==> config.mk <==
export PLATFORM = sky130hd
export DESIGN_NAME = fp_operand_sequencer
export DESIGN_NICKNAME = d
export VERILOG_FILES = /design/src/rtl/fp_operand_sequencer.sv
export SDC_FILE = /design/constraint.sdc
export NUM_CORES = 1
export LEC_CHECK = 0
export ABC_AREA = 1
export BUFFER_PORTS_ARGS = -buffer_cell sky130_fd_sc_hd__buf_2
export CAP_MARGIN = 20
export CORE_MARGIN = 10
export CORE_UTILIZATION = 60
export CTS_BUF_LIST = sky130_fd_sc_hd__clkbuf_4
export CTS_CLUSTER_DIAMETER = 60
export DETAILED_ROUTE_END_ITERATION = 12
export PLACE_DENSITY = 0.89
export SKIP_CTS_REPAIR_TIMING = 1
export SYNTH_ARGS = -nofsm -noshare
export SYNTH_HDL_FRONTEND = slang
export SYNTH_SLANG_ARGS = --single-unit
==> constraint.sdc <==
create_clock -name Clock -period 4.9 [get_ports Clock]
set_input_delay 0.49 -clock Clock [delete_from_list [all_inputs] [get_ports Clock]]
set_output_delay 0.49 -clock Clock [all_outputs]
set_load 0.05 [all_outputs]
==> src/rtl/fp_operand_sequencer.sv <==
// fp_operand_sequencer: front end of the FP adder.
// Accepts an operand pair over valid/ready, unpacks both operands, orders
// them by effective exponent and launches the Control FSM with a one-cycle
// Go pulse. The ordered operand fields stay stable until the next capture.
// Inf/NaN operands skip Control and produce a one-cycle special-result strobe.
//
// Ports:
//   Clock, ResetN         clock (rising edge), async active-low reset
//   InValid / InReady     operand-pair handshake
//   OpA, OpB              operands {sign, exp, frac}
//   Result                Control done strobe
//   Go                    one-cycle launch to Control
//   ExpSet                1: A is the big operand (Ea >= Eb), 0: B is big
//   ExpDiff, ExpBig       exponent distance and big effective exponent
//   MantBig, MantSmall    {hidden, frac} of big / small operand
//   SignBig, SignSmall    signs of big / small operand
//   SpecialValid/Code     special-result strobe, 01 +Inf, 10 -Inf, 11 NaN
//   Error                 one-cycle Result-timeout strobe
module fp_operand_sequencer #(
    parameter int unsigned EXPBITS      = 8,
    parameter int unsigned MANTISSABITS = 23,
    parameter int unsigned TIMEOUT      = 64
) (
    input  logic                                Clock,
    input  logic                                ResetN,
    input  logic                                InValid,
    output logic                                InReady,
    input  logic [EXPBITS+MANTISSABITS:0]       OpA,
    input  logic [EXPBITS+MANTISSABITS:0]       OpB,
    input  logic                                Result,
    output logic                                Go,
    output logic                                ExpSet,
    output logic [EXPBITS-1:0]                  ExpDiff,
    output logic [EXPBITS-1:0]                  ExpBig,
    output logic [MANTISSABITS:0]               MantBig,
    output logic [MANTISSABITS:0]               MantSmall,
    output logic                                SignBig,
    output logic                                SignSmall,
    output logic                                SpecialValid,
    output logic [1:0]                          SpecialCode,
    output logic                                Error
);

    localparam int unsigned OPW  = 1 + EXPBITS + MANTISSABITS;
    localparam int unsigned CNTW = $clog2(TIMEOUT + 1);

    localparam logic [2:0] ST_IDLE    = 3'd0;
    localparam logic [2:0] ST_CMP     = 3'd1;
    localparam logic [2:0] ST_ISSUE   = 3'd2;
    localparam logic [2:0] ST_WAIT    = 3'd3;
    localparam logic [2:0] ST_SPECIAL = 3'd4;

    logic [2:0]      state_q, state_d;
    logic [CNTW-1:0] cnt_q, cnt_d;
    logic [OPW-1:0]  op_a_q, op_b_q;
    logic            in_ready_d, go_d, special_valid_d, error_d;
    logic            capture_en, cmp_en;

    // Field unpack of the captured operands
    logic                    sign_a, sign_b;
    logic [EXPBITS-1:0]      exp_a, exp_b;
    logic [MANTISSABITS-1:0] frac_a, frac_b;
    logic                    hid_a, hid_b;
    logic [EXPBITS-1:0]      eff_a, eff_b;
    logic [MANTISSABITS:0]   mant_a, mant_b;
    logic                    a_big;
    logic [EXPBITS-1:0]      exp_diff;
    logic                    all1_a, all1_b, nan_a, nan_b, inf_a, inf_b;
    logic                    special_any;
    logic [1:0]              special_code;

    assign sign_a = op_a_q[OPW-1];
    assign sign_b = op_b_q[OPW-1];
    assign exp_a  = op_a_q[OPW-2 -: EXPBITS];
    assign exp_b  = op_b_q[OPW-2 -: EXPBITS];
    assign frac_a = op_a_q[MANTISSABITS-1:0];
    assign frac_b = op_b_q[MANTISSABITS-1:0];

    // Denormals carry no hidden bit and use effective exponent 1
    assign hid_a  = |exp_a;
    assign hid_b  = |exp_b;
    assign eff_a  = hid_a ? exp_a : EXPBITS'(1);
    assign eff_b  = hid_b ? exp_b : EXPBITS'(1);
    assign mant_a = {hid_a, frac_a};
    assign mant_b = {hid_b, frac_b};

    // Ties pick A as the big operand, so the difference is never negative
    assign a_big    = (eff_a >= eff_b);
    assign exp_diff = a_big ? (eff_a - eff_b) : (eff_b - eff_a);

    // Special-value classification
    assign all1_a      = &exp_a;
    assign all1_b      = &exp_b;
    assign nan_a       = all1_a & (|frac_a);
    assign nan_b       = all1_b & (|frac_b);
    assign inf_a       = all1_a & ~(|frac_a);
    assign inf_b       = all1_b & ~(|frac_b);
    assign special_any = all1_a | all1_b;

    // Any NaN or opposite-signed infinities give NaN; otherwise the Inf sign
    always_comb begin
        special_code = 2'b00;
        if (nan_a || nan_b || (inf_a && inf_b && (sign_a != sign_b))) begin
            special_code = 2'b11;
        end else if (inf_a) begin
            special_code = sign_a ? 2'b10 : 2'b01;
        end else if (inf_b) begin
            special_code = sign_b ? 2'b10 : 2'b01;
        end
    end

    // Sequencer FSM: next state and next values of the registered controls
    always_comb begin
        state_d    = state_q;
        cnt_d      = cnt_q;
        error_d    = 1'b0;
        capture_en = 1'b0;
        cmp_en     = 1'b0;
        case (state_q)
            ST_IDLE: begin
                if (InValid && InReady) begin
                    capture_en = 1'b1;
                    state_d    = ST_CMP;
                end
            end
            ST_CMP: begin
                cmp_en  = 1'b1;
                state_d = special_any ? ST_SPECIAL : ST_ISSUE;
            end
            ST_ISSUE: begin
                cnt_d   = '0;
                state_d = Result ? ST_IDLE : ST_WAIT;
            end
            ST_WAIT: begin
                if (Result) begin
                    state_d = ST_IDLE;
                end else if (cnt_q == CNTW'(TIMEOUT - 1)) begin
                    error_d = 1'b1;
                    state_d = ST_IDLE;
                end else begin
                    cnt_d = cnt_q + CNTW'(1);
                end
            end
            ST_SPECIAL: begin
                state_d = ST_IDLE;
            end
            default: begin
                state_d = ST_IDLE;
            end
        endcase
        in_ready_d      = (state_d == ST_IDLE);
        go_d            = (state_d == ST_ISSUE);
        special_valid_d = (state_d == ST_SPECIAL);
    end

    // State and control registers
    always_ff @(posedge Clock or negedge ResetN) begin
        if (!ResetN) begin
            state_q      <= ST_IDLE;
            cnt_q        <= '0;
            InReady      <= 1'b1;
            Go           <= 1'b0;
            SpecialValid <= 1'b0;
            Error        <= 1'b0;
        end else begin
            state_q      <= state_d;
            cnt_q        <= cnt_d;
            InReady      <= in_ready_d;
            Go           <= go_d;
            SpecialValid <= special_valid_d;
            Error        <= error_d;
        end
    end

    // Operand capture and ordered-operand outputs
    always_ff @(posedge Clock or negedge ResetN) begin
        if (!ResetN) begin
            op_a_q      <= '0;
            op_b_q      <= '0;
            ExpSet      <= 1'b0;
            ExpDiff     <= '0;
            ExpBig      <= '0;
            MantBig     <= '0;
            MantSmall   <= '0;
            SignBig     <= 1'b0;
            SignSmall   <= 1'b0;
            SpecialCode <= 2'b00;
        end else begin
            if (capture_en) begin
                op_a_q <= OpA;
                op_b_q <= OpB;
            end
            if (cmp_en) begin
                ExpSet      <= a_big;
                ExpDiff     <= exp_diff;
                ExpBig      <= a_big ? eff_a : eff_b;
                MantBig     <= a_big ? mant_a : mant_b;
                MantSmall   <= a_big ? mant_b : mant_a;
                SignBig     <= a_big ? sign_a : sign_b;
                SignSmall   <= a_big ? sign_b : sign_a;
                SpecialCode <= special_any ? special_code : 2'b00;
            end
        end
    end

endmodule

; ---- Word-level counts from Yosys, hierarchy flattened
; Cells that the tools add are included.
[op_classes]
n_lt_le_gt_ge = 1
n_mux = 29
addsub = 3
bitwise_logic = 7
reduce_logical = 15
eq_ne = 9
[op_table]
columns = cell, count
row1 = 24-bit 2-to-1 mux, 2
row2 = 23-bit OR reduction, 2
row3 = 8-bit 2-to-1 mux, 4
row4 = 8-bit AND reduction, 2
row5 = 8-bit OR reduction, 2
row6 = 8-bit subtractor, 2
row7 = 2-bit 2-to-1 mux, 7
row8 = 7-bit 2-to-1 mux, 2
row9 = 7-bit one-hot mux with 2 select lines, 1
row10 = 3-bit 2-to-1 mux, 4
row11 = 3-bit one-hot mux with 4 select lines, 1
row12 = 3-bit by 2-bit == test with 1-bit output (second input constant), 3
row13 = 8-bit greater-or-equal comparator, 1
row14 = 1-bit 2-to-1 mux, 8
row15 = 7-bit by 1-bit adder with 7-bit output (second input constant), 1
row16 = 7-bit by 6-bit == test with 1-bit output (second input constant), 1
row17 = 3-bit zero test, 2
row18 = 1-bit bitwise AND, 4
row19 = 2-bit inequality test (second input constant), 2
row20 = 3-bit by 1-bit == test with 1-bit output (second input constant), 1
row21 = 3-bit == test (second input constant), 1
row22 = 1-bit logical AND, 3
row23 = 3-bit AND reduction, 1
row24 = 1-bit logical OR, 2
row25 = other kinds (4), 5
[totals]
regBits = 147
input_bits = 68
out_inout_bits = 73

; ---- Longest topological paths before layout
; Gate-level depths: netlist of the first run.
[depth]
ltp_word = 8
depth_mapped = 16

; ---- Worst setup path after synthesis of the first run
; No wires, ideal clock.
[synth_timing]
path_kind = register -> register
startpoint = register op_b_q[24]
endpoint = register ExpDiff[6]
arrival_ns = 2.251
setup_slack_ns = 2.583
stages_incl_launch_ff = 15
required_time_ns = 4.834
n_path_buf = 0
setup_ns = 0.066
period_less_slack_ns = 2.317
cell_sequence = dfrtp_1 > inv_1 > nand3_1 > nor3_1 > nor2_1 > ha_1 > fa_1 > o21ai_0 > nand2_1 > nand2_1 > xor2_1 > nand2_1 > nand2_1 > nand2_1 > nand2_1
[synth_via]
elab_chain_len = 4
elab_cells_between_ends = 6
[synth_lines]
columns = item, line
row1 = "start, declared", 55  ; logic [OPW-1:0] op_a_q, op_b_q;
row2 = "start signal, assigned", 191  ; op_b_q <= OpB;
row3 = 8-bit OR reduction, 81  ; assign hid_b = |exp_b;
row4 = 8-bit 2-to-1 mux (*), 83  ; assign eff_b = hid_b ? exp_b : EXPBITS'(1);
row5 = 8-bit subtractor / 8-bit greater-or-equal comparator (equally long branches), "89, 88"
row6 = 8-bit 2-to-1 mux (*), 89  ; assign exp_diff = a_big ? (eff_a - eff_b) : (eff_b - eff_a);
row7 = "end signal, assigned", 195  ; ExpDiff <= exp_diff;
row8 = "end, declared", 33  ; output logic [EXPBITS-1:0] ExpDiff,
; Mark *: on every way between the ends. The rest lies on a longest branch, timed or not.
; A chain may end at the register's enable or synchronous reset.

; ---- Worst setup path in the final report of the first run
[layout_timing]
startpoint = register op_b_q[24]
endpoint = register MantBig[23]
[layout_via]
elab_chain_len = 4
[layout_lines]
columns = item, line
row1 = 8-bit OR reduction, 81
row2 = 8-bit 2-to-1 mux, 83
row3 = 8-bit greater-or-equal comparator, 88  ; assign a_big = (eff_a >= eff_b);
row4 = 24-bit 2-to-1 mux (*), 197  ; MantBig <= a_big ? mant_a : mant_b;
row5 = "end signal, assigned", 197
row6 = "end, declared", 35  ; output logic [MANTISSABITS:0] MantBig,
; Marked as above.

==> results of run 1 <==
==> worst max-delay path: stages, from the launching register on <==
cell and delay, ns:
dfrtp_1 0.46, inv_1 0.14, nand3_1 0.10, nor3_1 0.07
nor2_1 0.16, inv_1 0.08, ha_1 0.20, fa_1 0.44
o21ai_2 0.23, o21ai_2 0.10, nand2_4 0.60, inv_4 0.46
o211ai_1 0.35, nand2_1 0.09
==> final cells by class <==
| class | count | area [sq um] |
|---|---|---|
| inverter | 55 | 209 |
| tap | 143 | 179 |
| antenna | 1 | 2.50 |
| fill | 893 | 3420 |
| sequential | 147 | 3680 |
| clock buffer | 19 | 143 |
| timing repair buffer | 144 | 737 |
| clock inverter | 12 | 186 |
| multi-input combinational | 570 | 3000 |
==> cells by family after synthesis <==
logic type      share of synthesized area [%]
compound gates                           13.8
xor+xnor                                 1.22
fa+ha+maj                                3.34
buf+inv                                  7.24
flops                                    51.1
mux                                      5.32
simple gates                             18.0
==> path summary, 6_finish.rpt <==
path                            start          end  slack, ns  depth (start not counted)
min reg2reg                  cnt_q[6]        Error       0.48                          1
max                        op_b_q[24]  MantBig[23]       1.27                         13
max reg2reg                op_b_q[24]  MantBig[23]       1.27                         13
max in group asynchronous      ResetN   MantBig[0]       3.76                          2
min in group Clock             OpA[2]    op_a_q[2]       0.16                          2
min                            ResetN   op_a_q[23]       0.05                          1
==> stage by stage <==
step                setup WS (ns)  std cells  hold slack, ns  util [%]  area [sq um]
floorplan                    2.58        826           0.194         -          7200
global placement             1.51       1059           0.459      67.5          7810
detailed placement           1.38       1059           0.450      67.5          7810
CTS                          1.32       1090          0.0567      70.4          8140
global route                0.980       1091          0.0840      70.4          8140
finish                       1.27       1091          0.0456      70.4          8140
==> cells in the final DEF (no fill, tap or decap), types with 7 or more instances in the layout <==
cell / Yosys / layout
nand2_1: 149 / 148
ha_1: 16 / 16
a21oi_1: 144 / 144
nand3_1: 14 / 14
mux2_2: 34 / 34
clkbuf_4: 0 / 19
buf_2: 13 / 139
nor2_1: 137 / 137
xor2_1: 8 / 8
nand4_1: 9 / 9
o21ai_0: 11 / 11
dfrtp_1: 146 / 146
nor3_1: 7 / 7
inv_1: 53 / 53
a21oi_2: 12 / 12
==> sequential cells by signal, indices dropped and copies added (netlist names) <==
name	count
ExpSet	1
SpecialValid	1
state_q	3
SignSmall	1
Go	1
SignBig	1
op_b_q	32
ExpBig	8
Error	1
MantSmall	24
SpecialCode	2
ExpDiff	8
InReady	1
cnt_q	7
op_a_q	32
MantBig	24
==> routing by layer <==
| layer | part of all wire, % | global-route usage, % | vias up |
|---|---|---|---|
| met5 | 0 | 0 | - |
| met4 | 1.6 | 6.68 | 0 |
| met3 | 8.5 | 5.75 | 24 |
| met2 | 47 | 33.5 | 307 |
| met1 | 43 | 28.5 | 2899 |
| li1 | - | - | 2901 |
==> flow_metrics.tcl, run 1 <==
set metrics [dict create \
    ios 141 \
    io_buffers 140 \
    setup_viol 0 \
    start_kind "flop" \
    clock_sinks 147 \
    cap_violations 0 \
    max_freq_mhz 276 \
    yosysSeqAreaShare_pct 51.1 \
    rsz0062_at_grt "no" \
    hp-class "input port to asynchronous set/reset pin" \
    cts_tree "built" \
    drt-total-wl_mm 18.0 \
    layout_min_cycle_time_ns 3.63 \
    min_period_over_period_pct 74.0 \
    drc 0 \
    synth_most_common_cell "nand2_1" \
    gp_congestion 0.901 \
    grt_pass1_wl_mm 29.0 \
    ys_ff_latch 147 \
    clkTransAtPathRegs_ns 0.12 \
    synth_top_flop_cell "dfrtp_1" \
    cts.htree.levels 4 \
    crit_fanout 68 \
    crit_type "flop to flop" \
    required_ns 5.33 \
    num_vias 6131 \
    cts_buffers 17 \
    clk-insertion-delay-late_ns 0.56 \
    timing.final.hold_violations 0 \
    tightest_slew_ns 1.05 \
    async_flop_share_pct 100 \
    antenna_found_initial 1 \
    final_layout_size_suffix_gt1_share_pct 24.3 \
    rows 39 \
    routed_via_density 5.62 \
    first_global_vias 5904 \
    ant_nets 0 \
    start_util_pct 62.3 \
    syn_area_sq_um 7200 \
    worstPathArrival_ns 4.06 \
    die_h_microns 130 \
    synth_warnings 0 \
    area_growth_syn_to_layout_pct 13.0 \
    drv_slew 0 \
    status "finished clean" \
    synth_nets 912 \
    hpwl_mm 12.4 \
    synth_edf_count 0 \
    end_kind "flop" \
    synthCells 826 \
    grt_max_degree 104 \
    track_usage_pct 21.4 \
    final_nets 1021 \
    grt_overflow 0 \
    fp.dieArea_sq_um 16800 \
    clk_path_buf_depth 2 \
    postSynthAreaPerCell_sq_um 8.72 \
    synth.top_cell.area_share_pct 50.7 \
    slew_headroom_pct 29.7 \
    core_area_sq_um 11600 \
    detail_route.wl_per_cell_microns 16.5 \
    fin_skew_ns 0.0235 \
    drt_iter0_drc 660 \
    ctsRootBufferMaster "clkbuf_4" \
    fp.dieW_microns 130 \
    tns_ns 0 \
    synthDistinctLibCells 39 \
    netlist_top_cells_count "nand2_1 (149), dfrtp_1 (146), a21oi_1 (144)" \
    synth_top_cell_by_area "dfrtp_1" \
    synth.area.top_cells "dfrtp_1 (51%), a21oi_1 (10%), nand2_1 (7.8%)" \
    dr.pass1.iters 7 \
]
Power of run 1 is not shown: default switching activity piles up to over one toggle a cycle in this logic, so the estimate is an artifact.
==> run 2: changes to the inputs <==
CORE_UTILIZATION = 52   (was 60)
PLACE_DENSITY = 0.82   (was 0.89)
clock period = 3.3 ns   (was 4.9 ns; I/O delays follow)
==> run 2 against run 1 <==
Compared with the run above: via count up 0.29%; maximum frequency up 19%; cell count up 6.8%; highest routed layer is now met5; largest cell class unchanged; utilization shrank 6.7 points.
==> flow_metrics.tcl, run 2 (synthesis gave the netlist of run 1 again) <==
set metrics [dict create \
    final_nets 1062 \
    grt_max_degree 95 \
    tns_ns 0 \
    die_h_microns 138 \
    cp_top_family "buffers and inverters" \
    r2r_start "op_b_q[24]" \
    timing.final.hold_violations 0 \
    gp_congestion 0.901 \
    ios 141 \
    fill_cells 1129 \
    cap_violations 0 \
    crit_start "op_b_q[24]" \
    dr.pass1.iters 5 \
    end_kind "flop" \
    cp_cell_sequence "inv_1 > nand3_1 > nor3_1 > nor2_1 > inv_1 > ha_1 > fa_1 > o21ai_2 > o21ai_2 > nand2_4 > inv_4 > buf_4 > nand2_1 > a21oi_1" \
    cts.htree.levels 4 \
    grt_use_met1_pct 25.3 \
    top_regs "op_a_q (32), op_b_q (32)" \
    clk-insertion-delay-late_ns 0.55 \
    track_usage_pct 19.3 \
    cpPeakStageDelay_ns 0.46 \
    final_common_cell "nand2_1" \
    worstPathArrival_ns 3.51 \
    max_freq_mhz 328 \
    clock_sinks 147 \
    required_ns 3.77 \
    final_layout_size_suffix_gt1_share_pct 23.6 \
    fin_cells 1165 \
    routed_via_density 5.28 \
    grt_pass1_wl_mm 29.3 \
    drv_slew 0 \
    detail_route.wl_per_cell_microns 16.4 \
    grt_overflow 0 \
    area_growth_syn_to_layout_pct 18.6 \
    status "finished clean" \
    gr-usage-met3_pct 5.83 \
    drt-total-wl_mm 19.1 \
    cts_tree "built" \
    ctsRootBufferMaster "clkbuf_4" \
    rows 42 \
    fp.dieArea_sq_um 19000 \
    clkTransAtPathRegs_ns 0.12 \
    min_period_over_period_pct 92.4 \
    start_kind "flop" \
    fin_skew_ns 0.0154 \
    drt_iter0_drc 481 \
    tightest_slew_ns 0.859 \
    crit_fanout 43 \
    rsz0062_at_grt "no" \
    worst-path-buf-inv 4 \
    busiest_layer "met2" \
    dp_cells 1096 \
    slew_headroom_pct 42.7 \
    fp.dieW_microns 138 \
    hp-start "OpB[0]" \
    clk_path_buf_depth 2 \
    core_area_sq_um 13400 \
    first_global_vias 5932 \
    use_met2_pct 30.0 \
    io_buffers 140 \
    cts_buffers 17 \
    hp-class "input port to flop" \
    layout_min_cycle_time_ns 3.05 \
    hpwl_mm 13.0 \
    final_cell_mix "nand2_1 (148), dfrtp_1 (146), a21oi_1 (144)" \
    drc 0 \
    ant_nets 0 \
    crit_type "flop to flop" \
    antenna_found_initial 3 \
    num_vias 6149 \
    start_util_pct 53.8 \
    slowest_stage "dfrtp_1" \
    setup_viol 0 \
]
run 2: final timing paths:
kind | end | slack [ns] | cells past startpoint
min | op_b_q[0] | 0.02 | 3
min in group asynchronous | op_b_q[6] | 0.34 | 2
max | SignSmall | 0.25 | 14
max in group asynchronous | op_a_q[26] | 2.13 | 3
min reg2reg | Error | 0.47 | 1
max reg2reg | SignSmall | 0.25 | 14
run 2: worst reg2reg max path: cells and delay by family, from the launching register on:
kind	cells	cell delay, ns
flip-flops	1	0.46
buffers and inverters	4	0.94
adder cells (fa/ha/maj)	2	0.42
AND/OR/NAND/NOR	5	0.70
AO/OA/AOI/OAI	3	0.44
run 2: metal layers:
layer	up-vias	part of all wire, %
met4	2	1.6
met5	-	0.068
met3	31	7.9
met2	230	48
met1	2890	42
li1	2996	-
run 2: final cells by class:
cell class                 instances  area, sq um  share of cell area [%]
sequential                       147         3680                    43.1
multi-input combinational        570         3000                    35.2
timing repair buffer             185         1190                    13.9
tap                              176          220                    2.58
inverter                          55          209                    2.45
clock buffer                      19          143                    1.67
clock inverter                    11         91.3                    1.07
antenna                            2         5.00                  0.0586
run 2: stage by stage:
stage          utilization (%)  worst slack, ns  cell area (sq um)  hold slack (ns)
2_1_floorplan                -            0.983               7200           0.0344
3_3_place_gp              59.2            0.463               7930            0.398
3_5_place_dp              59.2            0.325               7930            0.393
4_1_cts                   60.9            0.295               8160           -0.234
5_1_grt                   63.7           0.0605               8540          0.00454
6_report                  63.7            0.252               8540           0.0242
Power of run 2 is left out for the same reason.
==> run 3: changes to the inputs <==
GPL_TIMING_DRIVEN = 0   (was unset)
==> run 3 against run 2 <==
Compared with the run above: cell count rose by 4.4%; highest routed layer is now met4; setup slack improved by 0.10 ns; final area rose by 3.0%; worst hold slack got worse by 0.014 ns; sequential cell count did not move; die area did not move; register-to-register slack improved by 0.10 ns; clock skew rose by 0.0060 ns; non-clock buffer count rose by 49; routed wire length rose by 12%; utilization rose by 1.9 points.
==> flow_metrics.tcl, run 3 (synthesis gave the netlist of run 1 again) <==
set metrics [dict create \
    status "finished clean" \
    required_ns 3.81 \
    num_vias 6550 \
    drt_iter0_drc 501 \
    r2r_slack_ns 0.35 \
    clkTransAtPathRegs_ns 0.13 \
    ant_nets 0 \
    area_growth_syn_to_layout_pct 22.1 \
    crit_type "flop to flop" \
    crit_fanout 4 \
    cts.htree.levels 4 \
    drt-total-wl_mm 21.4 \
    multi_input_area_sq_um 3000 \
    rsz0062_at_grt "no" \
    setup_viol 0 \
    top_regs "op_a_q (32), op_b_q (32)" \
    fin_skew_ns 0.0214 \
    final_layout_size_suffix_gt1_share_pct 24.1 \
    cap_violations 0 \
    start_kind "flop" \
    end_kind "flop" \
    hp-class "input port to flop" \
    ios 141 \
    min_period_over_period_pct 89.3 \
    max_freq_mhz 339 \
    dp_cells 1143 \
    layout_min_cycle_time_ns 2.95 \
    detail_route.wl_per_cell_microns 17.6 \
    tns_ns 0 \
    track_usage_pct 21.4 \
    slew_headroom_pct 50.1 \
    tightest_slew_ns 0.749 \
    drv_slew 0 \
    fill_cells 1113 \
    grt_overflow 0 \
    fp.dieW_microns 138 \
    io_buffers 140 \
    antenna_found_initial 1 \
    final_nets 1111 \
    timing.final.hold_violations 0 \
    rows 42 \
    clk-insertion-delay-late_ns 0.57 \
    grt_max_degree 91 \
    start_util_pct 53.8 \
    routed_via_density 5.39 \
    gp_congestion 0.902 \
    grt_pass1_wl_mm 31.8 \
    first_global_vias 6254 \
    fin_cells 1216 \
    final_cell_mix "buf_2 (152), nand2_1 (149), dfrtp_1 (146)" \
    clk_path_buf_depth 2 \
    core_area_sq_um 13400 \
    cts_tree "built" \
    final_common_cell "buf_2" \
    worstPathArrival_ns 3.46 \
    hpwl_mm 15.3 \
    fp.dieArea_sq_um 19000 \
    cts_buffers 17 \
    dr.pass1.iters 5 \
    drc 0 \
    die_h_microns 138 \
    ctsRootBufferMaster "clkbuf_4" \
    seqCellArea_sq_um 3680 \
    clock_sinks 147 \
]
[run 3: through the flow]
stage          util (%)  hold WS [ns]  worst slack, ns  cell area, sq um
5_1_grt            65.6       0.00266            0.176              8790
6_report           65.6        0.0102            0.354              8800
3_3_place_gp       60.6         0.456           -0.211              8120
2_1_floorplan         -        0.0344            0.983              7200
3_5_place_dp       60.9         0.337            0.432              8160
4_1_cts            62.7        -0.284            0.417              8400
[run 3: critical path, stage by stage, from the launching register on]
cell and delay [ns]:
dfrtp_1 0.44, inv_1 0.19, nand3_1 0.09, nor3_1 0.44
nor2_1 0.14, ha_1 0.25, fa_1 0.42, o21ai_0 0.33
nand2_1 0.11, nand2_1 0.09, xor2_1 0.14, nand2_1 0.06
nand2_1 0.08, nand2_1 0.05, nand2_1 0.07
[run 3: cell type report]
type	count	share of cell area [%]
sequential	147	41.8
antenna	3	0.0853
buffer	54	3.56
multi-input combinational	570	34.1
clock inverter	14	1.29
tap	176	2.50
timing repair buffer	180	12.8
clock buffer	17	1.45
inverter	55	2.38
[run 3: worst paths after layout]
path                         endpoint        from  cells after the start
hold reg to reg                 Error    cnt_q[6]                      1
min in group asynchronous  MantBig[7]      ResetN                      2
setup reg to reg           ExpDiff[6]  op_b_q[24]                     14
hold / removal             op_b_q[22]     OpB[22]                      3
setup / recovery           ExpDiff[6]  op_b_q[24]                     14
max in group asynchronous  op_b_q[26]      ResetN                      3
[run 3: metal layers]
layer	up-vias	track usage [%]	part of all wire (%)
met1	3098	27.6	42
met5	-	0	0
met3	56	6.23	7.9
met4	0	8.11	2.8
li1	3090	-	-
met2	306	33.3	47
Power of run 3 is left out for the same reason.
